**src/rtl/mem_access_unit.sv**
```systemverilog
// mem_access_unit
//   MEM-stage load/store unit placed in front of a word-wide data_memory.
//   Takes one byte-addressed request at a time, issues word-only memory
//   accesses, extracts and extends sub-word load lanes, and performs a
//   read-modify-write for byte/half stores. Results go to write-back over a
//   valid/ready response channel.
//
//   Optional feature macro: MISALIGN_TRAP_EN
//     defined     : misaligned half/word requests skip memory and respond
//                   one cycle after accept with o_resp_err=1, data 0.
//     not defined : o_resp_err is 0; misaligned low address bits are ignored.
//
// Ports
//   i_clk, i_rst                 clock, asynchronous active-high reset
//   i_req_valid / o_req_ready    request handshake (ready only when idle)
//   i_req_write                  1 store, 0 load
//   i_req_size                   00 byte, 01 half, 1x word
//   i_req_unsigned               zero-extend loads when 1
//   i_req_addr                   byte address
//   i_req_wdata                  store data, sub-word data in low bits
//   i_req_rd                     destination tag echoed on the response
//   o_resp_valid / i_resp_ready  response handshake
//   o_resp_data                  extended load data, 0 for stores
//   o_resp_rd                    tag of the request
//   o_resp_err                   misaligned-access flag
//   o_mem_addr                   word index to memory
//   o_mem_we / o_mem_re          write / read enables (one cycle each)
//   o_mem_size                   constant 0 (word access)
//   o_mem_wdata                  full word to write
//   i_mem_rdata                  registered read data, valid cycle after re
module mem_access_unit #(
   parameter int ADDR_LENGTH = 32,
   parameter int DATA_LENGTH = 32,
   parameter int REG_ADDR    = 5
) (
   input  logic                   i_clk,
   input  logic                   i_rst,
   input  logic                   i_req_valid,
   output logic                   o_req_ready,
   input  logic                   i_req_write,
   input  logic [1:0]             i_req_size,
   input  logic                   i_req_unsigned,
   input  logic [ADDR_LENGTH-1:0] i_req_addr,
   input  logic [DATA_LENGTH-1:0] i_req_wdata,
   input  logic [REG_ADDR-1:0]    i_req_rd,
   output logic                   o_resp_valid,
   input  logic                   i_resp_ready,
   output logic [DATA_LENGTH-1:0] o_resp_data,
   output logic [REG_ADDR-1:0]    o_resp_rd,
   output logic                   o_resp_err,
   output logic [ADDR_LENGTH-1:0] o_mem_addr,
   output logic                   o_mem_we,
   output logic                   o_mem_re,
   output logic [5:0]             o_mem_size,
   output logic [DATA_LENGTH-1:0] o_mem_wdata,
   input  logic [DATA_LENGTH-1:0] i_mem_rdata
);

   typedef enum logic [2:0] {IDLE, RD, CAP, WR, RESP} state_t;

   state_t state, state_next;

   logic                   write_q;
   logic [1:0]             size_q;
   logic                   uns_q;
   logic [ADDR_LENGTH-1:0] addr_q;
   logic [REG_ADDR-1:0]    rd_q;
   // Holds the store data from accept until CAP, then the merged word for WR.
   logic [DATA_LENGTH-1:0] word_q;
   logic [DATA_LENGTH-1:0] resp_data_q;

   logic                   fire;
   logic                   trap;
   logic [7:0]             lane8;
   logic [15:0]            lane16;
   logic [DATA_LENGTH-1:0] load_ext;
   logic [DATA_LENGTH-1:0] merged;

   assign fire = (state == IDLE) && i_req_valid;

`ifdef MISALIGN_TRAP_EN
   logic err_q;
   assign trap = ((i_req_size == 2'b01) && i_req_addr[0]) ||
                 (i_req_size[1] && (i_req_addr[1:0] != 2'b00));
   assign o_resp_err = err_q;
`else
   assign trap = 1'b0;
   assign o_resp_err = 1'b0;
`endif

   // Load lane extraction and extension from the freshly registered word.
   always_comb begin
      lane8  = '0;
      lane16 = '0;
      case (addr_q[1:0])
         2'd0: lane8 = i_mem_rdata[7:0];
         2'd1: lane8 = i_mem_rdata[15:8];
         2'd2: lane8 = i_mem_rdata[23:16];
         default: lane8 = i_mem_rdata[31:24];
      endcase
      lane16 = addr_q[1] ? i_mem_rdata[31:16] : i_mem_rdata[15:0];
      case (size_q)
         2'b00:   load_ext = {{24{~uns_q & lane8[7]}}, lane8};
         2'b01:   load_ext = {{16{~uns_q & lane16[15]}}, lane16};
         default: load_ext = i_mem_rdata;
      endcase
   end

   // Sub-word store merge: only the addressed lane takes new data.
   always_comb begin
      merged = i_mem_rdata;
      if (size_q == 2'b00) begin
         case (addr_q[1:0])
            2'd0: merged[7:0]   = word_q[7:0];
            2'd1: merged[15:8]  = word_q[7:0];
            2'd2: merged[23:16] = word_q[7:0];
            default: merged[31:24] = word_q[7:0];
         endcase
      end else if (addr_q[1]) begin
         merged[31:16] = word_q[15:0];
      end else begin
         merged[15:0] = word_q[15:0];
      end
   end

   always_ff @(posedge i_clk or posedge i_rst) begin
      if (i_rst) begin
         state <= IDLE;
      end else begin
         state <= state_next;
      end
   end

   always_comb begin
      state_next = state;
      case (state)
         IDLE: begin
            if (fire) begin
               if (trap)
                  state_next = RESP;
               else if (i_req_write && i_req_size[1])
                  state_next = WR;
               else
                  state_next = RD;
            end
         end
         RD:   state_next = CAP;
         CAP:  state_next = write_q ? WR : RESP;
         WR:   state_next = RESP;
         RESP: if (i_resp_ready) state_next = IDLE;
         default: state_next = IDLE;
      endcase
   end

   always_ff @(posedge i_clk or posedge i_rst) begin
      if (i_rst) begin
         write_q     <= 1'b0;
         size_q      <= '0;
         uns_q       <= 1'b0;
         addr_q      <= '0;
         rd_q        <= '0;
         word_q      <= '0;
         resp_data_q <= '0;
`ifdef MISALIGN_TRAP_EN
         err_q       <= 1'b0;
`endif
      end else begin
         if (fire) begin
            write_q     <= i_req_write;
            size_q      <= i_req_size;
            uns_q       <= i_req_unsigned;
            addr_q      <= i_req_addr;
            rd_q        <= i_req_rd;
            word_q      <= i_req_wdata;
            resp_data_q <= '0;
`ifdef MISALIGN_TRAP_EN
            err_q       <= trap;
`endif
         end
         if (state == CAP) begin
            if (write_q)
               word_q <= merged;
            else
               resp_data_q <= load_ext;
         end
      end
   end

   assign o_req_ready  = (state == IDLE) && !i_rst;
   assign o_resp_valid = (state == RESP);
   assign o_resp_data  = resp_data_q;
   assign o_resp_rd    = rd_q;
   assign o_mem_addr   = {2'b00, addr_q[ADDR_LENGTH-1:2]};
   assign o_mem_re     = (state == RD);
   assign o_mem_we     = (state == WR);
   assign o_mem_size   = '0;
   assign o_mem_wdata  = (state == WR) ? word_q : '0;

endmodule

```
**config.mk**
```make
export PLATFORM = sky130hd
export DESIGN_NAME = mem_access_unit
export DESIGN_NICKNAME = d
export VERILOG_FILES = /design/src/rtl/mem_access_unit.sv
export SDC_FILE = /design/constraint.sdc
export NUM_CORES = 1
export LEC_CHECK = 0
export CORE_MARGIN = 8
export CORE_UTILIZATION = 47
export CTS_BUF_LIST = sky130_fd_sc_hd__clkbuf_8
export CTS_CLUSTER_SIZE = 16
export DETAILED_ROUTE_END_ITERATION = 12
export PLACE_DENSITY = 0.85
export SLEW_MARGIN = 20
export SYNTH_ARGS = -nofsm -noshare
export SYNTH_HDL_FRONTEND = slang
export SYNTH_SLANG_ARGS = --single-unit
```
**constraint.sdc**
```tcl
create_clock -name i_clk -period 4.1 [get_ports i_clk]
set_input_delay 0.615 -clock i_clk [delete_from_list [all_inputs] [get_ports i_clk]]
set_output_delay 0.615 -clock i_clk [all_outputs]
set_load 0.03 [all_outputs]
```
### Yosys cells after proc, flatten, opt, wreduce, memory -nomap -nowiden

Index checks and enable logic that the tools add are counted.

| storage, ports and cells | value |
|---|---|
| logic and storage cells | 56 |
| output and inout bits | 112 |
| register bits after elaboration | 108 |
| input port bits | 109 |

| operators by class | value |
|---|---|
| bitwise operators | 3 |
| mux-type cells | 22 |
| equal/unequal tests | 11 |
| reduce and logical (&&, ||, !) cells | 10 |

Operator list:

| kind | count |
|---|---|
| 2-to-1 mux 32 bit | 8 |
| case mux 32 bit (2 select lines) | 1 |
| 2-to-1 mux 16 bit | 3 |
| 2-to-1 mux 8 bit | 4 |
| case mux 8 bit (3 select lines) | 1 |
| case mux 3 bit (5 select lines) | 1 |
| 2-to-1 mux 3 bit | 3 |
| != test 4 bit (second input constant) | 2 |
| equality test 3 x 2 -> 1 bit (second input constant) | 2 |
| equality test 2 x 1 -> 1 bit (second input constant) | 2 |
| logical NOT 2 bit | 2 |
| AND reduction 2 bit | 2 |
| equality test 3 x 1 -> 1 bit (second input constant) | 1 |
| equality test 3 bit (second input constant) | 1 |
| logical AND 1 bit | 3 |
| logical NOT 3 bit | 1 |
| OR reduction 3 bit | 1 |
| bitwise AND 1 bit | 2 |
| equality test 2 bit (second input constant) | 1 |
| 2-to-1 mux 2 bit | 1 |
| != test 2 x 1 -> 1 bit (second input constant) | 1 |
| != test 2 bit (second input constant) | 1 |
| logical NOT 1 bit | 1 |
| inverter 1 bit | 1 |

### Depth between registers and ports, before layout

| depth | value |
|---|---|
| word-level depth | 6 |
| mapped depth | 8 |
| mapped depth without buffers | 4 |

### Worst setup path after synthesis

No wires, ideal clock.

| timing | value |
|---|---|
| path type | flip-flop to output port |
| start | register state[2] |
| end | output o_mem_wdata[22] |
| data required time | 3.485 ns |
| cell stages (with the launch flop) | 6 |
| path buffers | 2 |
| arrival time | 1.696 ns |
| slack | 1.789 ns |
| cells stage by stage | dfrtp_1 buf_2 nand2b_1 nor2_1 clkbuf_1 and2_1 |

| between the ends | value |
|---|---|
| word-level cells in the longest chain between the ends | 2 |

Ends and longest elaborated chain:

| what | RTL line | text |
|---|---|---|
| from (decl) | 61 | `state_t state, state_next;` |
| from (signal assigned) | 130 | `state <= state_next;` |
| equality test 3 x 2 -> 1 bit | - |  |
| named net o_mem_we | 52 | `output logic o_mem_we,` |
| 2-to-1 mux 32 bit | 197 | `assign o_mem_wdata = (state == WR) ? word_q : '0;` |
| to (decl) | 55 | `output logic [DATA_LENGTH-1:0] o_mem_wdata,` |

The timed path passes the listed nets, and every way through them passes these cells.

### Worst setup path after layout

| timing | value |
|---|---|
| start | register state[1] |
| end | output o_mem_wdata[10] |

| between the ends | value |
|---|---|
| word-level cells in the longest chain between the ends | 2 |

Ends and longest elaborated chain:

| what | RTL line |
|---|---|
| equality test 3 x 2 -> 1 bit | 197 |
| 2-to-1 mux 32 bit | 197 |

Every way passes these cells.

==> results by group <==
Run status
  • Status: finished, final reports clean

Floorplanning
  • Die area: 0.01707 mm^2
  • Area of the core: 0.01303 mm^2
  • Die width: 130.6 um
  • Die height: 130.6 um
  • Core Rows: 42
  • Top Ports: 221
  • Initial Util: 0.4740

Timing
  • FMAX: 310.2 MHz
  • Setup TNS: 0 ps
  • Final setup vio count: 0
  • RSZ-0062 raised after global routing: false
  • Least-Margin Pin Slew: 1099 ps
  • Slew Viols, Final: 0
  • Min Tclk post-route: 3223 ps
  • Final worst path period share: 0.7862
  • Final Skew: 13.79 ps
  • Final Hold Viols: 0
  • Post-route setup slack: 876.6 ps
  • Relative slew slack: 0.2659

Global route
  • GRT Residual Overflow: 0
  • First-pass GRT wire length: 30.99 mm
  • Initial antenna violation count: 0
  • Largest net degree at the start of global routing: 57
  • GRT Util Overall: 0.2390
  • Vias in the first global route: 5,542

Finish
  • Core Util, Final: 0.6347
  • Area Growth Syn to Fin: 33.91%
  • Storage cell area: 0.002703 mm^2
  • Ant diodes: 0
  • Non-Filler Instances: 995
  • Area of the multi-input gates: 0.002939 mm^2
  • # nets final: 923
  • # fillers: 1,103
  • Share of layout cells above drive strength 1: 0.08913

Setup path
  • Max FO, Critical Path: 33
  • R2R depth: 4
  • WS Path Type: reg -> out
  • Worst path arrival time: 2610 ps
  • Type of destination of the critical path: output pin
  • CP required: 3480 ps
  • R2R Path End: o_resp_data[14]
  • Worst setup SP type: flip-flop
  • FF-to-FF Start: addr_q[1]
  • R2R Setup Slk: 1520 ps

Logic synthesis
  • Synth top area share: 0.4375
  • Synth cell count leaders: nand2_1 (166), dfrtp_1 (108), mux2i_1 (50)
  • Seq/Total Area, Yosys: 0.4375
  • Gate Count Post-Synth: 662
  • Synth Flop Type: dfrtp_1
  • Mapped cell area: 0.006177 mm^2
  • Syn Area/Cell: 9.331 um^2
  • Most frequent cell after synthesis: nand2_1
  • Warnings, synthesis: 0
  • Yosys reg bits: 108
  • Ys async rst share: 1.000
  • Top cells by area, synth: dfrtp_1 (44%), nand2_1 (10%), mux2i_1 (8.1%), buf_4 (5.3%), and2_1 (3.4%)
  • Post-synthesis cell type count: 47
  • Area leader, netlist: dfrtp_1
  • Post-synth EDFFs: 0

Route
  • Post-DR wirelength/cell: 20.71 um
  • Post-DRT Antenna Nets: 0
  • Vias/cell: 5.622
  • DRT Pass-1 Iters: 4
  • WL final: 20.61 mm
  • Post-route DRC: 0
  • Routed vias: 5,594
  • Initial DRC Count: 520

Pwr
  • Power Dens Cells: 774.9 mW/mm^2
  • Maximum vdd ir drop: 0.0004388 V
  • Leakage: 3.664 nW

Clock network
  • Root buffer cell: clkbuf_8
  • CTS clk-pin slew, worst paths: 110 ps
  • Gates resized, CTS repair: 0
  • CTS sink count: 108
  • CTS max path bufs: 2
  • CTS HTree Levels: 3
  • Worst skew pair latency: 400 ps
  • TritonCTS clock tree: done
  • CTS Buf Count: 9
  • Post-CTS Hold Fix Bufs: 0
  • Postcts setup bufs: 0

Hold path
  • Min-delay src: addr_q[28]
  • Hold path depth: 2
  • Min-delay worst type: reg -> reg
  • Worst Hold Path EP: addr_q[28]

Place
  • Post-detail-place hpwl: 15.64 mm
  • Placer Congestion: 0.8491
  • IO Port Bufs: 211
  • Placed cells: 979
  • Pre-CTS setup slack: 1326 ps

Run
  • Maxcap violations: 0
## worst max path at each step
stage                            endpoint     start
final                     o_mem_wdata[10]  state[1]
after global routing       o_mem_wdata[0]  state[1]
after CTS                 o_mem_wdata[30]  state[1]
after floorplan                 addr_q[0]     i_rst
after global placement     o_mem_wdata[1]  state[1]
after detailed placement  o_mem_wdata[30]  state[1]
## flip-flops by register name, summed over array words and instances, names as in the netlist
register,cells
addr_q,32
o_resp_rd,5
word_q,32
write_q,1
state,3
size_q,2
uns_q,1
o_resp_data,32
## cell type report
type / count / area share
inverters: 5 / 0.002571
well taps: 176 / 0.02662
clock inverters: 5 / 0.005143
flip-flops and latches: 108 / 0.3267
repair buffers: 222 / 0.2653
multi-input cells: 468 / 0.3553
clock buffers: 11 / 0.01830
## routing by layer
layer	part of all wire	track usage	vias to the layer above
met5	0	0	-
met1	0.39	0.2868	2657
met3	0.10	0.08117	58
met2	0.47	0.3880	325
met4	0.036	0.09453	0
li1	-	-	2554
## kinds of logic (layout without fill, tap and decap cells)
kind of cell / after synthesis / after routing / share of synthesized area
simple gates: 254 / 254 / 0.1951
compound gates: 148 / 148 / 0.1799
flops: 108 / 108 / 0.4375
buf+inv: 94 / 243 / 0.09317
mux: 57 / 57 / 0.09378
other cells: 1 / 9 / 0.0006071
## metrics by stage
step | cell area [um^2] | hold slack, ps | power [mW]
after floorplan | 6207 | 446.7 | 4.617
after global placement | 8078 | 457.1 | 5.640
after detailed placement | 8078 | 462.6 | 5.748
after CTS | 8272 | 488.0 | 6.409
after global routing | 8272 | 501.4 | 6.781
final | 8272 | 483.1 | 6.410
## placed cells by master (no fill, tap or decap), types with 2 or more instances in the layout
cell type and count:
inv_1 4, a21o_1 8, dfrtp_1 108, mux2i_1 50, clkdlybuf4s50_1 211, nand3_1 2, nor2_1 14, and3_1 5
inv_6 2, a21oi_1 35, nand2_1 165, a22oi_1 10, conb_1 9, a311oi_1 2, or3_4 2, nand2_2 2
or4b_2 6, a22o_1 11, o22ai_2 2, and2_1 33, buf_4 11, or4b_1 2, a21oi_4 3, nand2b_1 2
o221a_2 7, o21ai_0 28, nor4b_1 6, clkbuf_8 11, a211oi_1 14, a22oi_2 10, nor3_1 3, mux2_2 7
o2bb2ai_1 8, nor2b_1 3, a32o_1 6
## critical path, cell delays in order (launching register included)
cell and delay, ps:
dfrtp_1 340, buf_4 310, nand2b_1 140, nor2_1 200
buf_4 330, and2_1 180, clkdlybuf4s50_1 690
## power breakdown
| group | switching, mW | internal (mW) |
|---|---|---|
| sequential | 0.521 | 1.57 |
| combinational | 2.14 | 1.52 |
| clock | 0.398 | 0.264 |
Note: power is estimated with default switching activity, not from simulation.
==> patch 1 (same settings) <==
Set the parameter `REG_ADDR` to 10 (it was 5).
--- a/src/rtl/mem_access_unit.sv
+++ b/src/rtl/mem_access_unit.sv
@@ -32,5 +32,5 @@
    parameter int ADDR_LENGTH = 32,
    parameter int DATA_LENGTH = 32,
-   parameter int REG_ADDR    = 5
+   parameter int REG_ADDR    = 10
 ) (
    input  logic                   i_clk,
Interface: changed (resized i_req_rd and o_resp_rd); port bits go from 221 to 231. No check against the original RTL was run, so the function may have changed too.
==> patch 1 against the original RTL <==
- routed wire length grew 0.91%
- setup slack gained 0.15 ns
- area after synthesis grew 2.7%
- combinational power grew 2%
- clock power grew 88%
- die area grew 2.4%
- cell area grew 6.5%
- sequential cell count grew 5
- total power grew 12%
- critical endpoint is now o_mem_wdata[7]
- largest power group unchanged
==> patch 1: results (changes against the original RTL) <==
critical path startpoint state[1] (unchanged); initial antenna violation count 0 (unchanged); critical path peak fanout 34 (was 33); Iteration-0 DRC Markers 421 (was 520); worst hold start addr_q[6] (was addr_q[28]); Tightest Pin Transition 1.06 ns (was 1.10 ns); Worst-Skew Late Latency 0.44 ns (was 0.40 ns); first-pass GRT wire length 33200 um (was 31000 um); Synth async-reset ratio 1.00 (unchanged); register area share after synthesis 0.446 (was 0.438); ANT cells 0 (unchanged); top post-synthesis cells by area dfrtp_1, nand2_1, mux2i_1 (unchanged); Num CTS Buffers 17 (was 9); Final Skew 0.0113 ns (was 0.0138 ns); Total Nets Final 972 (was 923); htree depth 4 (was 3); Reg clk slew, reported paths 0.07 ns (was 0.11 ns); Placer Congestion 0.863 (was 0.849); number of I/O port buffers 221 (was 211); GRT Util Overall 0.241 (was 0.239); drt pass-1 iters 5 (was 4); Leakage 3.94 nW (was 3.66 nW); post-CTS sizing 0 (unchanged); largest net degree at the start of global routing 55 (was 57); yosys warns 0 (unchanged); via count 5751 (was 5594); vias in the first global route 5931 (was 5542); Post-synth top cells nand2_1, dfrtp_1, buf_4 (was nand2_1, dfrtp_1, mux2i_1); dpl hpwl 15700 um (was 15600 um); layout cell share with drive strength beyond 1 0.0884 (was 0.0891); R2R Path Start addr_q[1] (unchanged); Yosys cell types 48 (was 47); clock root buffer clkbuf_8 (unchanged); status completed (unchanged); Psw 3.18 mW (was 3.06 mW); Hold Path Depth 2 (unchanged); worst hold-check path type reg2reg (unchanged); Max IR drop VDD 433 uV (was 439 uV); routed wire length 20800 um (was 20600 um); arrival time worst endpoint 2.46 ns (was 2.61 ns); Post-Place Worst Slack 1.49 ns (was 1.33 ns); CTS max path bufs 2 (unchanged); Setup Buffers After CTS 0 (unchanged); Worst R2R Path Depth 4 (unchanged)
patch 1: changes by cell type after synthesis, sizes merged, moves of 2 or more:
cell,unedited run,this run
mux2i,50,43
buf,64,66
clkbuf,25,23
nand3,2,10
nand2,167,191
dfrtp,108,113
patch 1: kinds of logic (layout without fill, tap and decap cells):
logic type	after synthesis	in the layout	share of synthesized area
other cells	1	9	0.000591
compound gates	147	147	0.170
simple gates	286	286	0.214
buf+inv	93	267	0.0905
flops	113	113	0.446
mux	49	49	0.0785
patch 1: layout make-up:
type | count | area, um^2
fill | 1087 | 4380
timing repair buffer | 231 | 2300
tap | 176 | 220
sequential | 113 | 2830
multi-input combinational | 491 | 2980
clock buffer | 19 | 262
clock inverter | 13 | 208
inverter | 4 | 17.5
patch 1: final timing paths:
kind	endpoint	slack [ns]
worst min-delay path	addr_q[6]	0.47
worst max register to register	o_resp_data[13]	1.51
worst max-delay path	o_mem_wdata[7]	1.02
min in group asynchronous	state[2]	0.64
max in group asynchronous	word_q[12]	2.62
worst min register to register	addr_q[6]	0.47
patch 1: layer usage:
| layer | up-vias | share of wire | global-route usage |
|---|---|---|---|
| li1 | 2686 | - | - |
| met2 | 303 | 0.47 | 0.382 |
| met4 | 0 | 0.031 | 0.0946 |
| met1 | 2723 | 0.39 | 0.284 |
| met5 | - | 0 | 0 |
| met3 | 39 | 0.11 | 0.101 |
patch 1: power by group through the flow:
stage / registers [mW] / clock network [mW] / logic [mW]
floorplan: 2.31 / 0 / 2.46
global placement: 2.16 / 0 / 3.67
detailed placement: 2.17 / 0 / 3.75
CTS: 2.16 / 1.27 / 3.76
global route: 2.24 / 1.32 / 4.06
finish: 2.17 / 1.24 / 3.74
patch 1: critical path, stage by stage (launching register included):
cell and delay (ns):
dfrtp_1 0.33, buf_4 0.30, nand2b_1 0.15, nor2_1 0.10, buf_4 0.26, and2_1 0.16
clkdlybuf4s50_1 0.70
patch 1: stage by stage:
stage               hold slack (ns)  area [um^2]  instances  total power, mW
floorplan                     0.447         6370        697             4.77
global placement              0.457         8340       1015             5.83
detailed placement            0.462         8340       1015             5.92
CTS                           0.480         8810       1047             7.19
global route                  0.494         8810       1047             7.62
finish                        0.473         8810       1047             7.15
==> patch 2 (same settings) <==
Without the edit above. Make the reset (`i_rst`) synchronous in 2 clocked blocks. Comments in the files are not updated.
--- a/src/rtl/mem_access_unit.sv
+++ b/src/rtl/mem_access_unit.sv
@@ -124,5 +124,5 @@
    end
 
-   always_ff @(posedge i_clk or posedge i_rst) begin
+   always_ff @(posedge i_clk) begin
       if (i_rst) begin
          state <= IDLE;
@@ -153,5 +153,5 @@
    end
 
-   always_ff @(posedge i_clk or posedge i_rst) begin
+   always_ff @(posedge i_clk) begin
       if (i_rst) begin
          write_q     <= 1'b0;
Function: differs if i_rst is asserted again (counterexample within 4 cycles, from zero or initial values and one cycle with i_rst high); with i_rst held inactive, the same outputs for 10 cycles.
==> patch 2 against the original RTL <==
- area after synthesis down 9.0%
- sequential cell count unchanged
- setup slack improved by 0.13 ns
- cell area is 7.2% lower
- routed wire length decreased by 8.1%
- synthesized cell count increased by 6.0%
- global-route usage down 0.63 points
- die area shrank 7.9%
- critical path type unchanged
Power is not compared: it rests on default switching activity, and its combinational part moved more than twofold at a synthesized area within 25%.
==> patch 2: results (changes against the original RTL) <==
top post-synthesis cells by area dfxtp_1, nand2_1, a21oi_1 (was dfrtp_1, nand2_1, mux2i_1); routed wire length 18900 um (was 20600 um); Post-Place Worst Slack 1.25 ns (was 1.33 ns); FMAX 0.323 GHz (was 0.310 GHz); hold_buf cts 0 (unchanged); Slew HR 0.359 (was 0.266); first-pass GRT wire length 29500 um (was 31000 um); GRT Util Overall 0.233 (was 0.239); Placer Congestion 0.955 (was 0.849); status completed (unchanged); largest net degree at the start of global routing 83 (was 57); Endpoint, Worst Hold addr_q[28] (unchanged); critical path startpoint state[0] (was state[1]); drt pass-1 iters 5 (was 4); layout cell share with drive strength beyond 1 0.0676 (was 0.0891); Final Skew 0.0101 ns (was 0.0138 ns); Synth Area in Compound Gates 0.269 (was 0.180); Leakage 2.65 nW; dpl hpwl 14000 um (was 15600 um); worst reg-to-reg setup slack 1.67 ns (was 1.52 ns); Iteration-0 DRC Markers 438 (was 520); Synth async-reset ratio 0 (was 1.00); Post-synth top cells nand2_1, dfxtp_1, a21oi_1 (was nand2_1, dfrtp_1, mux2i_1); worst hold-check path type reg2reg (unchanged); htree depth 3 (unchanged); vias in the first global route 5466 (was 5542); post-synthesis mux area share 0.0269 (was 0.0938); WL per Instance 19.1 um (was 20.7 um); Placed Cells 974 (was 979); Worst R2R End o_resp_data[16] (was o_resp_data[14]); R2R Path Start addr_q[1] (unchanged); worst setup path end o_mem_wdata[1] (was o_mem_wdata[10]); Synth Area per Inst 8.01 um^2 (was 9.33 um^2); Hold WS 0.458 ns (was 0.483 ns); critical path peak fanout 29 (was 33); arrival time worst endpoint 2.48 ns (was 2.61 ns); Yosys cell types 46 (was 47); Vias per Instance 5.64 (was 5.62); worst hold start addr_q[28] (unchanged); Placement Cell Area 7460 um^2 (was 8080 um^2); Total Nets Final 947 (was 923); register area share after synthesis 0.384 (was 0.438)
==> patch 2: changes by cell type in the layout (fill, tap and decap cells not counted), moves of 15 or more <==
cell / delta
a211oi_1: +19
a21oi_1: +56
a311oi_1: +15
dfrtp_1: -108
dfxtp_1: +108
mux2i_1: -36
nand2_1: -21
nor2_1: +21
o21ai_0: -21
==> patch 2: layout make-up <==
class                      instances  area, um^2
clock buffer                      10         138
clock inverter                     6        80.1
fill                            1042        4190
inverter                           2        7.51
multi-input combinational        497        2930
sequential                       108        2160
tap                              147         184
timing repair buffer             220        2180
==> patch 2: report_power, final <==
part           internal (mW)  total (mW)  leakage [nW]  switching (mW)
clock                  0.356       0.730         0.115           0.374
sequential              1.17        1.28         0.886           0.111
combinational          0.392       0.935          1.65           0.543
total                   1.92        2.94          2.65            1.03
==> patch 2: metal layers <==
layer	vias to the layer above	part of all wire	global-route usage
met5	-	0	0
met4	0	0.033	0.109
met3	35	0.090	0.0795
met2	237	0.46	0.378
met1	2615	0.42	0.271
li1	2695	-	-
